$ cat src/rtl/pb_fb_scanout_fetch.sv
// Frame-buffer scan-out prefetcher: issues sequential burst reads over one frame into a
// local fall-through FIFO and drains it as a valid/ready pixel stream.
module pb_fb_scanout_fetch #(
    parameter int DW        = 16,
    parameter int CMD_AW    = 23,
    parameter int BURST_LEN = 32,
    parameter int FIFO_AW   = 6,
    parameter int FB_BASE   = 0,
    parameter int FB_BURSTS = 9600
) (
    input  logic              clk,
    input  logic              rst_n,
    input  logic              frame_start,
    output logic              cmd_bst_rd_req,
    input  logic              cmd_bst_rd_ack,
    output logic [CMD_AW-1:0] cmd_addr,
    input  logic [DW-1:0]     rd_data,
    input  logic              rd_vld,
    output logic [DW-1:0]     pix_data,
    output logic              pix_vld,
    input  logic              pix_rdy,
    output logic              underflow
);

    localparam int DEPTH = 1 << FIFO_AW;
    localparam int CW    = FIFO_AW + 1;
    localparam int IW    = $clog2(FB_BURSTS + 1);
    localparam int BW    = $clog2(BURST_LEN + 1);
    localparam logic [CW:0]       ROOM_MAX = (CW+1)'(DEPTH - BURST_LEN);
    localparam logic [CMD_AW-1:0] ADDR_STEP = CMD_AW'(BURST_LEN / 2);

    typedef enum logic [1:0] {S_IDLE, S_REQ, S_DATA, S_END} state_t;

    state_t          state, state_nxt;
    logic [IW-1:0]   idx, idx_nxt;
    logic [BW-1:0]   wcnt, wcnt_nxt;
    logic            flush_pend, flush_pend_nxt;
    logic            flush, wr_en, rd_en;
    logic [CW-1:0]   wr_ptr, rd_ptr, count, reserved;
    logic [CW:0]     used;
    logic            room;
    logic [DW-1:0]   mem [DEPTH];

    // Reservation shrinks as burst words land, so count + reserved never double-counts.
    assign count    = wr_ptr - rd_ptr;
    assign reserved = (state == S_IDLE) ? '0 : CW'(BURST_LEN) - CW'(wcnt);
    assign used     = {1'b0, count} + {1'b0, reserved};
    assign room     = (used <= ROOM_MAX);

    assign pix_vld        = (count != '0);
    assign pix_data       = mem[rd_ptr[FIFO_AW-1:0]];
    assign rd_en          = pix_vld && pix_rdy && !frame_start;
    assign cmd_bst_rd_req = (state == S_REQ);
    assign cmd_addr       = CMD_AW'(FB_BASE) + CMD_AW'(idx) * ADDR_STEP;

    always_comb begin
        state_nxt      = state;
        idx_nxt        = idx;
        wcnt_nxt       = wcnt;
        flush_pend_nxt = flush_pend;
        flush          = frame_start;
        wr_en          = 1'b0;
        case (state)
            S_IDLE: begin
                if (frame_start) begin
                    idx_nxt = '0;
                end else if (room && idx < IW'(FB_BURSTS)) begin
                    state_nxt = S_REQ;
                    wcnt_nxt  = '0;
                end
            end
            S_REQ: begin
                if (cmd_bst_rd_ack) begin
                    state_nxt = S_DATA;
                    if (frame_start) flush_pend_nxt = 1'b1;
                end else if (frame_start) begin
                    state_nxt = S_IDLE;
                    idx_nxt   = '0;
                end
            end
            S_DATA: begin
                if (frame_start) flush_pend_nxt = 1'b1;
                if (rd_vld) begin
                    wr_en    = !flush_pend && !frame_start;
                    wcnt_nxt = wcnt + BW'(1);
                    if (wcnt == BW'(BURST_LEN - 1)) state_nxt = S_END;
                end
            end
            S_END: begin
                if (frame_start) flush_pend_nxt = 1'b1;
                // Leaving only after ack drops gives the controller its idle cycle.
                if (!cmd_bst_rd_ack) begin
                    state_nxt      = S_IDLE;
                    flush_pend_nxt = 1'b0;
                    if (flush_pend || frame_start) begin
                        idx_nxt = '0;
                        flush   = 1'b1;
                    end else begin
                        idx_nxt = idx + IW'(1);
                    end
                end
            end
            default: state_nxt = S_IDLE;
        endcase
    end

    always_ff @(posedge clk or negedge rst_n) begin
        if (!rst_n) begin
            state      <= S_IDLE;
            idx        <= '0;
            wcnt       <= '0;
            flush_pend <= 1'b0;
            wr_ptr     <= '0;
            rd_ptr     <= '0;
            underflow  <= 1'b0;
        end else begin
            state      <= state_nxt;
            idx        <= idx_nxt;
            wcnt       <= wcnt_nxt;
            flush_pend <= flush_pend_nxt;
            if (flush) begin
                wr_ptr <= '0;
                rd_ptr <= '0;
            end else begin
                if (wr_en) wr_ptr <= wr_ptr + CW'(1);
                if (rd_en) rd_ptr <= rd_ptr + CW'(1);
            end
            if (frame_start)               underflow <= 1'b0;
            else if (pix_rdy && !pix_vld)  underflow <= 1'b1;
        end
    end

    always_ff @(posedge clk) begin
        if (wr_en) mem[wr_ptr[FIFO_AW-1:0]] <= rd_data;
    end

    a_no_overflow: assert property (@(posedge clk) disable iff (!rst_n)
        !(wr_en && count == CW'(DEPTH)));

endmodule

$ cat config.mk
export PLATFORM = sky130hd
export DESIGN_NAME = pb_fb_scanout_fetch
export DESIGN_NICKNAME = d
export VERILOG_FILES = /design/src/rtl/pb_fb_scanout_fetch.sv
export SDC_FILE = /design/constraint.sdc
export NUM_CORES = 1
export LEC_CHECK = 0
export ABC_AREA = 1
export CORE_UTILIZATION = 55
export DETAILED_ROUTE_END_ITERATION = 12
export PLACE_DENSITY = 0.68
export SYNTH_ARGS = -nofsm -noshare
export SYNTH_HDL_FRONTEND = slang
export SYNTH_SLANG_ARGS = --single-unit
$ cat constraint.sdc
create_clock -name clk -period 9.89 [get_ports clk]
set_clock_uncertainty 0.2 [all_clocks]
set_input_delay 1.978 -clock clk [delete_from_list [all_inputs] [get_ports clk]]
set_output_delay 1.978 -clock clk [all_outputs]
set_load 0.05 [all_outputs]
[After elaboration in Yosys (flattened, before gate mapping)]
Memories as Yosys holds them, arrays and structs flattened.
Cells that the tools add are included.
Word-level totals
  bits in registers: 38
  word-level logic and storage cells: 85
  latch bits: 0
  memories kept: 1
  bits in writable memories: 1024
  ROM bits: 0
Memory list
  mem: words 64, width 16, read ports 1, clocked after memory_dff 0, write ports 1, RTL line 42  | logic [DW-1:0] mem [DEPTH];
Operators by class
  muxes and demuxes: 35
  divide/modulo/power cells: 0
  reduce and logical (&&, ||, !) cells: 21
  $mul: 0
  shift-type cells: 0
  add/sub/neg operators: 7
  equality and inequality tests: 12
  order comparisons: 2
  bitwise gates (word level): 0
Operators by type and width (count)
  14-bit 2-to-1 mux: 4
  14-bit one-hot mux with 3 select lines: 1
  7-bit 2-to-1 mux: 5
  6-bit 2-to-1 mux: 3
  14-bit by 1-bit adder with 14-bit output (second input constant): 1
  7-bit by 1-bit adder with 7-bit output (second input constant): 2
  14-bit < comparator (second input constant): 1
  2-bit 2-to-1 mux: 7
  1-bit 2-to-1 mux: 12
  6-bit one-hot mux with 2 select lines: 1
  2-bit inequality test (second input constant): 5
  7-bit by 7-bit adder with 8-bit output: 1
  8-bit by 6-bit less-or-equal comparator with 1-bit output (second input constant): 1
  2-bit one-hot mux with 4 select lines: 1
  2-bit nonzero test: 4
  7-bit nonzero test: 1
  6-bit by 6-bit subtractor with 7-bit output (first input constant): 1
  7-bit subtractor: 1
  6-bit by 1-bit adder with 6-bit output (second input constant): 1
  6-bit by 5-bit == test with 1-bit output (second input constant): 1
  6-bit AND reduction: 1
  3-bit nonzero test: 2
  1-bit logical AND: 5
  2-bit == test (second input constant): 2
  other kinds (10): 13

[Depth between registers and ports, before layout]
  depth after elaboration: 8
  depth in mapped cells: 25

[Least setup slack after synthesis]
Ideal clock, no wire load.
  path type: flip-flop to output port
  from: register rd_ptr[1]
  to: output port pix_vld
  cell stages (with the launch flop): 13
  setup slack: 5.528 ns
  buffers on the path: 4
  data required time: 7.712 ns
  arrival time: 2.184 ns
  cells stage by stage: dfrtp_1 -> buf_4 -> inv_2 -> buf_4 -> buf_6 -> buf_2 -> fa_1 -> inv_1 -> nand2_1 -> a21oi_1 -> nand3_1 -> nor2_1 -> nand3_2
On the way
  word-level cells in the longest chain between the ends: 2
Ends and longest elaborated chain
  from (decl): RTL line 39  | logic [CW-1:0] wr_ptr, rd_ptr, count, reserved;
  from (signal assigned): RTL line 126  | if (rd_en) rd_ptr <= rd_ptr + CW'(1);
  7-bit subtractor: RTL line 45  | assign count = wr_ptr - rd_ptr;
  7-bit nonzero test: RTL line 50  | assign pix_vld = (count != '0);
  to (decl): RTL line 20  | output logic pix_vld,
No other way between the ends.

[Worst setup path in the final report]
  from: register rd_ptr[0]
  to: output port pix_data[0]
On the way
  word-level cells in the longest chain between the ends: 1
Ends and longest elaborated chain
  memory 64 x 16 bit
  to (decl): RTL line 19  | output logic [DW-1:0] pix_data,
No other way between the ends.

==> metrics.yaml <==
status: "finished clean"
crit_path_start_kind: "flop"
drt-wirelength-per-cell_um: 24.8
path_delay_family: "buffers and inverters"
place_area_sq_um: 44800
r2r-start: "rd_ptr[5]$_DFFE_PN0P_"
cts_buffer_depth: 3
syn_area_per_cell_sq_um: 12.4
ys_ff_latch: 1062
timing.final.crit_period_ns: 7.50
worstMarginPinSlew_ns: 1.39
critPathMaxStageDelay_ns: 0.94
cts_sinks: 1062
nets: 3586
peakVddDrop_mv: 0.227
ys.flop_type: "edfxtp_1"
required_ns: 7.71
r2r_end: "wcnt[3]$_DFFE_PN0P_"
r2r_cells: 18
synth_top_cell_by_area: "edfxtp_1"
start_util_pct: 55.8
maxCapViolCount: 0
yosysMostFrequentCell: "edfxtp_1"
num_antenna_cells: 0
grt_pass1_wl_um: 173000
hold_start: "wcnt[5]$_DFFE_PN0P_"
ant_nets: 0
hold_buffers: 0
num_rows: 102
grt_pass1_vias: 27600
crit_type: "flop to output pin"
hold_class: "flop to flop"
cts_max_level: 3
drc_errors: 0
path_common_cell: "nand2_1"
io_buffers: 54
dp_cells: 4478
slew_viol_final: 0
gp_congestion: 0.870
clk_latency_ns: 0.66
fill_cells: 5807
fmax_mhz: 133
drt-initial-drc-count: 4095
path_buf_inv: 3
multi_input_area_sq_um: 10200
cp_cell_sequence: "clkinv_8 -> buf_4 -> o21ai_0 -> a21oi_1 -> nor2_1 -> nand2_1 -> nand3_1 -> nand2_1 -> clkdlybuf4s50_1"
synth_commonest_cells: "edfxtp_1 (1,024), nor2_1 (761), o21ai_0 (485), nand2_1 (257), nand3_1 (163)"
io_pins: 64
cts_buffers: 104
yosysUniqueCellTypes: 43
die-area_sq_um: 80100
drive_gt1_share_pct: 8.06
period_share_pct: 75.8
finalNonFillerCells: 4674
grt_setup_unrepaired: "no"
clk_pin_slew_ns: 0.06
p_leak_nw: 16.1
hold_viol: 0
whs_path_depth: 2
synth_edf_count: 1024
via_per_inst: 6.19
die_x_um: 283
critical_path_depth: 9
vias: 28900
grt_start_max_net_pins: 233
synth_seq_area_share_pct: 73.0
die_h_um: 283
post_cts_buffers: 0
synth_area_leaders: "edfxtp_1 (71%), nor2_1 (6.6%), o21ai_0 (5.6%)"
dr.pass1.iters: 7
post_cts_resized: 0
cts_tree: "built"
setup_tns_ns: 0
setup_viol_count_final: 0
register_area_sq_um: 31700
cp.arrival_ns: 5.32
finalInstanceArea_sq_um: 48200
grt-ovfl-total: 0
synthCells: 3498
core_sq_um: 77800
maxSlewHeadroom_pct: 7.57
rrSetupSlack_ns: 4.91
critical_path.max_fanout: 199
total_power_mw: 11.5
grt_usage_pct: 28.8
hold_end: "wcnt[5]$_DFFE_PN0P_"
p_per_area_nw_per_um2: 238
drt_wl_total_um: 116000
ys.warnings.count: 0
area_delta_synth_final_pct: 11.0
holdWs_ns: 0.280
slowest_stage: "dfrtp_4"
yosysTopAreaCellShare_pct: 70.8
synthArstFlopShare_pct: 3.58
crit_path_end_kind: "output pin"
cts-root-buf: "clkbuf_16"
antenna_found_initial: 2
dpl.hpwl_um: 62700
synth_area_sq_um: 43400
==> report_power, final <==
group	switching (mW)	total [mW]	internal (mW)
registers	0.0683	5.02	4.96
clock network	1.67	3.96	2.29
logic	1.79	2.47	0.680
==> how the worst max path moves through the flow <==
stage / startpoint / to
CTS: rd_ptr[0]$_DFFE_PN0P_ / pix_data[0]
finish: rd_ptr[0]$_DFFE_PN0P_ / pix_data[0]
global route: rd_ptr[0]$_DFFE_PN0P_ / pix_data[0]
floorplan: rd_ptr[1]$_DFFE_PN0P_ / pix_vld
global placement: rd_ptr[0]$_DFFE_PN0P_ / pix_data[9]
detailed placement: rd_ptr[0]$_DFFE_PN0P_ / pix_data[0]
==> placed cells by master, fill, tap and decap left out, types with 5 or more instances in the layout <==
cell	count
nand2_1	257
conb_1	9
clkinv_1	23
xor2_1	5
o21ai_0	485
inv_1	77
nor3_1	12
clkinv_2	22
clkdlybuf4s50_1	37
o211ai_1	128
nand3_1	163
bufinv_16	12
o21ai_1	48
a21oi_1	84
buf_2	17
clkbuf_16	105
buf_4	95
nand4_1	11
dfrtp_1	35
o22ai_1	96
inv_2	6
a22oi_1	30
clkbuf_1	23
nor2_1	759
ha_1	18
edfxtp_1	1024
==> cell type report <==
class / count / share of cell area [%]
Sequential cell: 1062 / 65.8
Multi-Input combinational cell: 2136 / 21.2
Clock buffer: 130 / 5.69
Tap cell: 1040 / 2.70
Timing Repair Buffer: 152 / 2.55
Clock inverter: 66 / 1.41
Inverter: 88 / 0.716
==> metal layers <==
layer  GRT usage [%]  up-vias  share of wire [%]
met1            41.3    14200                 39
met4            11.3        4                3.7
met5               0        -              0.018
met3            4.57      249                 11
li1                -    12800                  -
met2            44.5     1651                 46
==> worst reg2reg max path: stages (launching register included) <==
cell      delay (ns)
dfrtp_1         0.96
clkinv_1        1.09
ha_1            0.70
nand2_1         0.06
inv_1           0.07
nand3_1         0.10
nand3_1         0.09
nand2_1         0.05
nand2_1         0.11
inv_1           0.06
ha_1            0.31
a21oi_1         0.15
nand2_1         0.06
a21oi_1         0.13
nand3_1         0.10
nand2_1         0.23
nand2_1         0.22
nand2_1         0.12
nand2_1         0.05
==> sequential cells by signal (all words and copies together), names as in the netlist, named ones only <==
name / cells
rd_ptr: 7
underflow: 1
wr_ptr: 7
mem: 1024
wcnt: 6
idx: 14
state: 1
flush_pend: 1
==> stage by stage <==
stage               utilization (%)  setup slack (ns)
floorplan                         -              5.53
global placement               57.5              3.43
detailed placement             57.5              3.35
CTS                            61.9              2.64
global route                   61.9              2.31
finish                         61.9              2.39
==> logic make-up (layout without fill, tap and decap cells) <==
family	after synthesis	after routing	share of synthesized area (%)
AND/OR/NAND/NOR	1222	1222	11.3
adder cells (fa/ha/maj)	20	20	0.611
buffers and inverters	308	436	3.60
flip-flops	1062	1062	73.0
AO/OA/AOI/OAI	878	878	11.3
other	1	9	0.00864
XOR/XNOR	7	7	0.141
Note: power is estimated with default switching activity, not from simulation.
